**src/rtl/rom_loader_bridge.sv**
```systemverilog
// Bridges the HPS ioctl byte-download port to a core loader through a small FIFO,
// issuing one held write per byte and completing each on a rising acknowledge edge.
module rom_loader_bridge #(
    parameter int DEPTH = 4,
    parameter int AW    = 19
) (
    input  logic          clk_sys,
    input  logic          reset,
    input  logic          ioctl_download,
    input  logic          ioctl_wr,
    input  logic [24:0]   ioctl_addr,
    input  logic [7:0]    ioctl_dout,
    output logic          ioctl_wait,
    output logic [AW-1:0] ldr_adr,
    output logic [7:0]    ldr_wdat,
    output logic          ldr_oe,
    output logic          ldr_wr,
    input  logic          ldr_ack,
    output logic          ldr_done,
    output logic [1:0]    ldr_err
);
    localparam int PW = $clog2(DEPTH);
    localparam int CW = PW + 1;
    localparam int EW = AW + 8;

    typedef enum logic [1:0] {
        IDLE  = 2'd0,
        LOAD  = 2'd1,
        DRAIN = 2'd2,
        DONE  = 2'd3
    } state_t;

    state_t        r_state;
    state_t        w_state_nxt;
    logic [EW-1:0] r_mem [DEPTH];
    logic [PW-1:0] r_wptr;
    logic [PW-1:0] r_rptr;
    logic [CW-1:0] r_count;
    logic [CW-1:0] w_count_nxt;
    logic          r_dl_prev;
    logic          r_ack_prev;
    logic          r_armed;
    logic          r_wait;
    logic          r_oe;
    logic          r_wr;
    logic          r_done;
    logic [AW-1:0] r_adr;
    logic [7:0]    r_wdat;
    logic [1:0]    r_err;

    logic w_dl_rise;
    logic w_dl_fall;
    logic w_ack_rise;
    logic w_in_range;
    logic w_full;
    logic w_empty;
    logic w_active;
    logic w_wr_load;
    logic w_push;
    logic w_pop;
    logic w_drop_range;
    logic w_drop_full;
    logic w_start;

    // A download already high out of reset must fall before it can open a window
    assign w_dl_rise    = ioctl_download & ~r_dl_prev & r_armed;
    assign w_dl_fall    = ~ioctl_download & r_dl_prev;
    assign w_ack_rise   = ldr_ack & ~r_ack_prev;
    assign w_in_range   = ((ioctl_addr >> AW) == 25'd0);
    assign w_full       = (r_count == CW'(DEPTH));
    assign w_empty      = (r_count == {CW{1'b0}});
    assign w_active     = (r_state == LOAD) || (r_state == DRAIN);
    assign w_wr_load    = (r_state == LOAD) && ioctl_wr;
    assign w_push       = w_wr_load && w_in_range && !w_full;
    assign w_drop_range = w_wr_load && !w_in_range;
    assign w_drop_full  = w_wr_load && w_in_range && w_full;
    assign w_pop        = w_active && !r_wr && !w_empty;

    // Next-state decode
    always_comb begin
        w_state_nxt = r_state;
        w_start     = 1'b0;
        case (r_state)
            IDLE: begin
                if (w_dl_rise) begin
                    w_state_nxt = LOAD;
                    w_start     = 1'b1;
                end else begin
                    w_state_nxt = IDLE;
                end
            end
            LOAD: begin
                if (w_dl_fall) w_state_nxt = DRAIN;
                else           w_state_nxt = LOAD;
            end
            DRAIN: begin
                if (w_empty && !r_wr) w_state_nxt = DONE;
                else                  w_state_nxt = DRAIN;
            end
            DONE:    w_state_nxt = DONE;
            default: w_state_nxt = IDLE;
        endcase
    end

    // Occupancy after this edge
    always_comb begin
        w_count_nxt = r_count;
        if (w_start)                 w_count_nxt = {CW{1'b0}};
        else if (w_push && !w_pop)   w_count_nxt = r_count + CW'(1);
        else if (w_pop && !w_push)   w_count_nxt = r_count - CW'(1);
        else                         w_count_nxt = r_count;
    end

    // State register and input edge history
    always_ff @(posedge clk_sys) begin
        if (reset) begin
            r_state    <= IDLE;
            r_dl_prev  <= 1'b0;
            r_ack_prev <= 1'b0;
            r_armed    <= 1'b0;
        end else begin
            r_state    <= w_state_nxt;
            r_dl_prev  <= ioctl_download;
            r_ack_prev <= ldr_ack;
            if (!ioctl_download) r_armed <= 1'b1;
        end
    end

    // FIFO storage; contents are only consumed when the occupancy marks them valid
    always_ff @(posedge clk_sys) begin
        if (w_push) r_mem[r_wptr] <= {ioctl_addr[AW-1:0], ioctl_dout};
    end

    // FIFO pointers and occupancy
    always_ff @(posedge clk_sys) begin
        if (reset) begin
            r_wptr  <= {PW{1'b0}};
            r_rptr  <= {PW{1'b0}};
            r_count <= {CW{1'b0}};
        end else begin
            if (w_start) begin
                r_wptr <= {PW{1'b0}};
                r_rptr <= {PW{1'b0}};
            end else begin
                if (w_push) r_wptr <= r_wptr + PW'(1);
                if (w_pop)  r_rptr <= r_rptr + PW'(1);
            end
            r_count <= w_count_nxt;
        end
    end

    // Loader beat, status flags and back-pressure
    always_ff @(posedge clk_sys) begin
        if (reset) begin
            r_wr   <= 1'b0;
            r_adr  <= {AW{1'b0}};
            r_wdat <= 8'h00;
            r_done <= 1'b0;
            r_err  <= 2'b00;
            r_wait <= 1'b0;
            r_oe   <= 1'b0;
        end else begin
            if (w_pop) begin
                r_wr            <= 1'b1;
                {r_adr, r_wdat} <= r_mem[r_rptr];
            end else if (r_wr && w_ack_rise) begin
                r_wr <= 1'b0;
            end
            if (w_start) r_err <= 2'b00;
            else         r_err <= r_err | {w_drop_full, w_drop_range};
            if ((r_state == DRAIN) && (w_state_nxt == DONE)) r_done <= 1'b1;
            r_wait <= (w_state_nxt == LOAD) && (w_count_nxt >= CW'(DEPTH - 1));
            r_oe   <= (w_state_nxt == LOAD) || (w_state_nxt == DRAIN);
        end
    end

    assign ioctl_wait = r_wait;
    assign ldr_adr    = r_adr;
    assign ldr_wdat   = r_wdat;
    assign ldr_oe     = r_oe;
    assign ldr_wr     = r_wr;
    assign ldr_done   = r_done;
    assign ldr_err    = r_err;

endmodule
```
**config.mk**
```make
export PLATFORM = sky130hd
export DESIGN_NAME = rom_loader_bridge
export DESIGN_NICKNAME = d
export VERILOG_FILES = /design/src/rtl/rom_loader_bridge.sv
export SDC_FILE = /design/constraint.sdc
export NUM_CORES = 1
export LEC_CHECK = 0
export ABC_AREA = 1
export CAP_MARGIN = 15
export CORE_UTILIZATION = 50
export CTS_BUF_LIST = sky130_fd_sc_hd__clkbuf_16
export CTS_CLUSTER_DIAMETER = 60
export DETAILED_ROUTE_END_ITERATION = 6
export PLACE_DENSITY = 0.75
export SKIP_CTS_REPAIR_TIMING = 1
export SYNTH_ARGS = -nofsm -noshare
export SYNTH_HDL_FRONTEND = slang
export SYNTH_SLANG_ARGS = --single-unit
```
**constraint.sdc**
```tcl
create_clock -name clk_sys -period 2.9 [get_ports clk_sys]
set_clock_uncertainty 0.05 [all_clocks]
set_input_delay 0.725 -clock clk_sys [delete_from_list [all_inputs] [get_ports clk_sys]]
set_output_delay 0.725 -clock clk_sys [all_outputs]
set_load 0.05 [all_outputs]
```
Word level (Yosys, flattened, before mapping) --
Memories as Yosys holds them, arrays and structs flattened. A register that Yosys moved wholly into a read port is not among the register bits. Cells that the tools add are included.
Operators by class: $add $sub $neg 4, order comparisons 1, equal/unequal tests 7, muxes and demuxes 13, bitwise gates (word level) 8, reductions and logical operators 26
Operators with widths (count):
- $logic_not 25->1 | 1
- $logic_and 1x1->1 | 13
- $mux 3 | 3
- $eq 2x2->1 const B | 4
- $mux 1 | 8
- $pmux 2 s4 | 1
- $logic_not 1->1 | 6
- $add 2x1->2 const B | 2
- $and 1x1->1 | 4
- $eq 2x1->1 const B | 2
- $add 3x1->3 const B | 1
- $eq 3x3->1 const B | 1
- $ge 3x2->1 const B | 1
- $logic_not 3->1 | 1
- $not 1->1 | 3
- $sub 3x1->3 const B | 1
- $logic_not 2->1 | 1
- $logic_or 1x1->1 | 2
- $mux 2 | 1
- $or 2x2->2 | 1
- $reduce_bool 2->1 | 1
- $reduce_or 2->1 | 1
Storage, ports and cells: register bits after elaboration 18, memory bits (writable) 108, bits of input ports 38, output and inout bits 33, word-level logic and storage cells 72, memories 1
Memories:
- r_mem | depth 4, bits a word 27, read ports 1, clocked after Yosys merged registers in 1, wr ports 1, line 35 | logic [EW-1:0] r_mem [DEPTH];

Longest topological paths before layout --
Gate-level depths: netlist of the first run.
word-level depth 11, gate-level depth with buffers 11, depth with buffers taken out 11

Least setup slack after synthesis of the first run --
No wires, ideal clock.
path kind input-to-reg, start point in ioctl_addr[22], end point mem r_mem[0][0] (netlist name) (enable), library setup time 411 ps, data arrival time 2380 ps, data required time 2439 ps, slack 60 ps, cell stages on the path 6, buffers on the path 1, cells stage by stage nor2_1 -> nand2_1 -> nor2_1 -> nand3_1 -> buf_2 -> nor2_1
Between the ends: cells in the longest elaborated chain, start to end 5
Ends and longest elaborated chain:
- from (decl) | line 11 | input logic [24:0] ioctl_addr,
- $logic_not 25->1 | line 69 | assign w_in_range = ((ioctl_addr >> AW) == 25'd0);
- $logic_and 1x1->1 (2 in series) | line 74 | assign w_push = w_wr_load && w_in_range && !w_full;
- $mux 1 | line 131 | if (w_push) r_mem[r_wptr] <= {ioctl_addr[AW-1:0], ioctl_dout};
- $mux 1 (not written as such) | line 131
- to (decl) | line 35
No other way between the ends.

Final worst setup path of the first run --
start point reg r_state[0], end point reg r_wait, in the netlist ioctl_wait
Between the ends: cells in the longest elaborated chain, start to end 11, elaborated cells on any way between the ends 22, classes of those cells order compare: 1; eq/ne: 4; mux: 5; reduce/logical: 12
Ends and longest elaborated chain:
- from (decl) | line 33 | state_t r_state;
- from (signal assigned) | line 122 | r_state <= w_state_nxt;
- $eq 2x1->1 | line 72, 73, 83
- $logic_and 1x1->1 | line 73 | assign w_wr_load = (r_state == LOAD) && ioctl_wr;
- $logic_and 1x1->1 (2 in series) | line 74
- $logic_not 1->1 | line 110 | else if (w_pop && !w_push) w_count_nxt = r_count - CW'(1);
- $logic_and 1x1->1 | line 110
- $mux 3 | line 110
- $mux 3 | line 109 | else if (w_push && !w_pop) w_count_nxt = r_count + CW'(1);
- $mux 3 | line 108 | if (w_start) w_count_nxt = {CW{1'b0}};
- $ge 3x2->1 | line 172 | r_wait <= (w_state_nxt == LOAD) && (w_count_nxt >= CW'(DEPTH - 1));
- $logic_and 1x1->1 * | line 172
- to (signal assigned) | line 172
- to (decl) | line 43 | logic r_wait;
Mark *: on every way between the ends. The rest lies on a longest branch, timed or not. A chain may end at the register's enable or synchronous reset.

==> metrics, run 1 <==
outcome finished with violations; failing checks DRC; # DRC 6; Longest Clk Path Bufs 2; Fin. Hold Viols 0; hold_sp r_armed; final setup violation count 0; final net count about 660; HPWL Detailed 7.74 mm; number of global-route vias before repair 4225; YS warnings 0; Hold Path Depth 2; Worst-path clk slew 0.06 ns; RSZ-0062 raised after global routing no; Slew @ Worst Pin ~0.86 ns; Initial Util 0.520; post-route cell area 7610 um2; min-delay worst type flop to flop; largest net degree at the start of global routing 56; Non-Filler Instances 768; Critical Path Sink Type flop; DR iter-0 viols 264; row count 39; Setup WS pre-CTS 0.428 ns; Die Span Y between 100 and 150 um; Max VDD drop between 0.4 and 0.5 mV; Cells after Synth 537; fmax 405 MHz; DRT Wirelength 12.4 mm; Area Growth Syn to Fin 26.6%; Seq cells post-synth 153; Placed Area 6910 um2; CTS tree yes; relative slew slack 0.428; via/cell ratio 5.32; Top-Level Pins 71; most frequent cells in the layout nor2_1 (125), edfxtp_1 (108), o21ai_0 (74), clkdlybuf4s50_1 (70), inv_1 (52); total CTS buffers 17; Mean Syn Cell Area 11.2 um2; kind of critical path flop to flop; worst-skew pair later-pin latency around 0.42 ns; Placed Cells 736; Final Worst Setup Slack roughly 0.43 ns; post-synthesis sequential area ratio 0.689; pins over their slew limit 0; first-pass GRT wire length 20.4 mm; Tmin final around 2.5 ns; Power Dens Cells 667 nW/um2; commonest non-fill, non-tap cell in the layout nor2_1; width of the die approximately 110 um; Clock Root Buffer clkbuf_16; critical path arrival 2.73 ns; GRT overflow 0; # clock sinks 153; Worst setup SP type flop; CTS H-tree lvls 4; Reg2Reg Setup Slack 0.43 ns; die area 12500 um2; layout cells sized above 1 0.0960; GRT Total Usage 0.213; Post-Syn Area 6010 um2; port buffer count 70; Max Cap Viol 0; TNS Setup 0 ns; initial antenna violation count 0; GP Congestion 0.773; diode count 0; Lkg Pwr 0.00293 uW; DR pass1 iterations 7; WP data required 3.16 ns; Hold Crit Endpoint r_armed; reg2reg end ioctl_wait; Placeable Area 11600 um2; antenna-violating nets left 0; Distinct cells, synth 31; WL/cell roughly 16 um; period utilization 0.851; Post-Syn Nets 589; R2R cell count 10; CP max FO 32; total number of vias approximately 4100; Critical R2R Launch r_state[0]
-- per-stage QoR --
step	total power, uW	utilization	hold WS, ns
global route	5200	0.658	0.442
detailed placement	2500	0.597	0.405
CTS	5110	0.658	0.414
global placement	2500	0.597	0.399
finish	5080	0.658	0.416
floorplan	2420	-	0.382
-- critical path: stages (launching register included) --
cell and delay, ns:
dfxtp_1 0.36, inv_1 0.09, ha_1 0.33, nand3b_4 0.32, clkinv_2 0.54, nand2_1 0.25, nand2_1 0.09, nor2_1 0.13
nor2_1 0.06, nand2_1 0.08, a21oi_2 0.06
-- sequential cells by signal, summed over array words and instances, names as in the netlist --
signal and cells:
ldr_oe 1, ldr_wr 1, ldr_done 1, r_rptr 2, r_state 2, r_ack_prev 1, ldr_err 2, r_mem 108
r_count 3, ldr_wdat 8, ioctl_wait 1, r_armed 1, ldr_adr 19, r_wptr 2, r_dl_prev 1
-- where the power goes --
part	switching (uW)	total, uW	internal, uW
logic	56.9	115	57.8
registers	2.56	2340	2340
clock network	848	2630	1780
total	908	5080	4180
-- synthesized netlist by cell type --
master	instances	area, um2
clkbuf_1	16	60.1
o21ai_0	74	370
nand3_1	7	35.0
xor2_1	1	8.76
nand3_2	2	20.0
nor3_1	4	20.0
clkinv_2	1	5.00
buf_6	2	22.5
inv_1	50	188
dfxtp_1	45	901
a21oi_1	9	45.0
nor4_1	1	6.26
a21boi_0	1	7.51
a21oi_2	2	17.5
ha_1	14	175
nand2_1	15	56.3
a31oi_1	2	12.5
nand2_2	1	6.26
buf_2	8	40.0
a211oi_1	1	7.51
inv_2	2	7.51
nand4_2	1	12.5
o21ai_1	9	45.0
buf_1	1	3.75
o22ai_1	27	169
or2_2	1	6.26
edfxtp_1	108	3240
nor2_4	1	11.3
nor2_1	129	484
nand4_1	1	6.26
nand3b_4	1	20.0
-- routing by layer --
| layer | vias to the layer above | track usage | part of all wire |
|---|---|---|---|
| li1 | 1994 | - | - |
| met1 | 1945 | 0.268 | 0.45 |
| met4 | 0 | 0.0829 | 0.0092 |
| met2 | 136 | 0.347 | 0.48 |
| met5 | - | 0 | 0 |
| met3 | 13 | 0.0631 | 0.054 |
-- area by class of cell --
class | instances | area (um2)
tap | 143 | 179
inverter | 53 | 200
clock inverter | 15 | 282
sequential | 153 | 4150
multi-input combinational | 304 | 1570
clock buffer | 17 | 425
fill | 881 | 3950
timing repair buffer | 83 | 811
-- logic make-up after synthesis --
kind of cell	after synthesis	share of synthesized area
AND/OR/NAND/NOR	164	0.114
AO/OA/AOI/OAI	125	0.112
flip-flops	153	0.689
XOR/XNOR	1	0.00146
adder cells (fa/ha/maj)	14	0.0291
buffers and inverters	80	0.0543
-- how the worst max path moves through the flow --
stage | endpoint | slack [ns] | start | depth (start not counted)
CTS | ioctl_wait | 0.45 | r_state[0] | 10
global route | ioctl_wait | 0.20 | r_count[0] | 11
finish | ioctl_wait | 0.43 | r_state[0] | 10
detailed placement | r_mem[3][22] | 0.43 | ioctl_addr[22] | 8
global placement | r_mem[0][12] | 0.47 | ioctl_addr[22] | 8
floorplan | r_mem[0][0] | 0.06 | ioctl_addr[22] | 6
Power figures use the tool's default switching activity.
==> inputs of run 2 (changes only) <==
--- a/config.mk
+++ b/config.mk
@@ -6,6 +6,7 @@
 export NUM_CORES = 1
 export LEC_CHECK = 0
 export ABC_AREA = 1
+export ABC_CLOCK_PERIOD_IN_PS = 2900
 export CAP_MARGIN = 15
 export CORE_UTILIZATION = 50
 export CTS_BUF_LIST = sky130_fd_sc_hd__clkbuf_16
==> results of run 2 <==
The final DEF is identical to that of run 1; final timing and power are the same.
==> inputs of run 3 (changes only) <==
--- a/config.mk
+++ b/config.mk
@@ -12,7 +12,9 @@
 export CTS_BUF_LIST = sky130_fd_sc_hd__clkbuf_16
 export CTS_CLUSTER_DIAMETER = 60
 export DETAILED_ROUTE_END_ITERATION = 6
+export HOLD_SLACK_MARGIN = 0.12
 export PLACE_DENSITY = 0.75
+export SETUP_SLACK_MARGIN = 0.5
 export SKIP_CTS_REPAIR_TIMING = 1
 export SYNTH_ARGS = -nofsm -noshare
 export SYNTH_HDL_FRONTEND = slang
==> metrics, run 3 (synthesis results as in run 1) <==
outcome finished with violations (unchanged); failing checks DRC (unchanged); HPWL Detailed 7.74 mm (unchanged); Multi-input gate area 1570 um2 (unchanged); min-delay worst type flop to flop (unchanged); cell family with most CP delay buffers and inverters (was simple AND/OR/NAND/NOR gates); Max Cap Viol 0 (unchanged); Critical Path Sink Type output pin (was flop); via/cell ratio 5.34 (was 5.32); TNS Setup 0 ns (unchanged); top layer in use met4 (unchanged); number of global-route vias before repair 4225 (unchanged); Lkg Pwr 0.00297 uW (was 0.00293 uW); largest net degree at the start of global routing 56 (unchanged); DR iter-0 viols 255 (was 264); Power Dens Cells 667 nW/um2 (about the same); final core utilization 0.659 (was 0.658); kind of critical path flop to output pin (was flop to flop); period utilization 0.810 (was 0.851); Die Span Y 112 um (unchanged); GRT overflow 0 (unchanged); Largest register FFs 108 (unchanged); Worst path max stage delay 0.81 ns (was 0.54 ns); met2 wire length 6.04 mm (was 6.02 mm); row count 39 (unchanged); most frequent cells in the layout nor2_1 (125), edfxtp_1 (108), o21ai_0 (74), clkdlybuf4s50_1 (68), inv_1 (52) (was nor2_1 (125), edfxtp_1 (108), o21ai_0 (74), clkdlybuf4s50_1 (70), inv_1 (52)); Area Growth Syn to Fin 26.8% (was 26.6%); M1 WL 5.52 mm (was 5.63 mm); fmax 426 MHz (was 405 MHz); diode count 0 (unchanged); # DRC 6 (unchanged); DRT Wirelength 12.4 mm (about the same); CTS tree yes (unchanged); CTS H-tree lvls 4 (unchanged); width of the die 112 um (unchanged); Top-Level Pins 71 (unchanged); antenna-violating nets left 0 (unchanged); port buffer count 70 (unchanged); Longest Clk Path Bufs 2 (unchanged); worst-skew pair later-pin latency 0.42 ns (about the same); Worst-path clk slew 0.06 ns (about the same); commonest non-fill, non-tap cell in the layout nor2_1 (unchanged); pins over their slew limit 0 (unchanged); # clock sinks 153 (unchanged); Tmin final 2.35 ns (was 2.47 ns); final net count 664 (unchanged); GP Congestion 0.773 (unchanged); Max VDD drop 0.413 mV (about the same); relative slew slack 0.428 (about the same); Filler Cells Inserted 880 (was 881); DR pass1 iterations 6 (was 7); CP Buf/Inv Count 1 (was 2); final setup violation count 0 (unchanged); Slew @ Worst Pin 0.856 ns (was 0.857 ns); Worst setup SP type flop (unchanged); total CTS buffers 17 (unchanged); WL/cell 16.2 um (about the same); CP max FO 2 (was 32); critical path arrival 1.57 ns (was 2.73 ns); Placeable Area 11600 um2 (unchanged); Initial Util 0.520 (unchanged); first-pass GRT wire length 20.4 mm (unchanged); initial antenna violation count 0 (unchanged); WP data required 2.12 ns (was 3.16 ns); Largest Register r_mem (unchanged); Fin. Hold Viols 0 (unchanged); GRT Total Usage 0.213 (unchanged); CP max-delay cell clkdlybuf4s50_1 (was clkinv_2); die area 12500 um2 (unchanged); RSZ-0062 raised after global routing yes (was no); FF/Latch Area 4150 um2 (unchanged); worst path cell trace clkdlybuf4s50_1 (was inv_1 > ha_1 > nand3b_4 > clkinv_2 > nand2_1 > nand2_1 > nor2_1 > nor2_1 > nand2_1 > a21oi_2); met3 WL post-DR 745 um (was 673 um); total number of vias 4098 (was 4088); Clock Root Buffer clkbuf_16 (unchanged); layout cells sized above 1 0.0960 (unchanged)
-- run 3: per-stage QoR --
step	hold slack [ns]	std cells	instance area [um2]	power [uW]	setup WS (ns)
after global placement	0.399	736	6910	2500	0.467
after global routing	0.442	768	7620	5200	0.436
final	0.415	768	7620	5080	0.551
after CTS	0.414	768	7610	5110	0.450
after floorplan	0.382	537	6010	2420	0.0596
after detailed placement	0.405	736	6910	2500	0.428
-- run 3: tightest hold or removal path, cell delays in order, from the launching register on --
cell and delay [ns]:
dfxtp_1 0.30, inv_1 0.06, a21oi_1 0.06
-- run 3: final timing paths --
kind,startpoint,endpoint,cells after the start,slack [ns]
setup / recovery,ldr_adr[5],ldr_adr[5],1,0.55
hold / removal,r_armed,r_armed,2,0.41
setup reg to reg,r_count[0],ioctl_wait,11,0.67
hold reg to reg,r_armed,r_armed,2,0.41
-- run 3: power by group --
part           switching (uW)  leakage, uW  total (uW)  internal (uW)
Combinational            57.2      0.00129         115           57.8
Sequential               2.52      0.00133        2340           2340
Clock                     848     0.000345        2630           1780
Total                     908      0.00297        5080           4180
-- run 3: layer usage --
metal,up-vias,GRT usage
met5,-,0
met4,0,0.0829
met3,13,0.0631
met1,1958,0.268
li1,1994,-
met2,133,0.347
-- run 3: final cells by class --
type                            count  area share
Inverter                           53      0.0268
Multi-Input combinational cell    304       0.206
Tap cell                          143      0.0235
Timing Repair Buffer               83       0.107
Clock buffer                       17      0.0558
Sequential cell                   153       0.544
Clock inverter                     15      0.0369
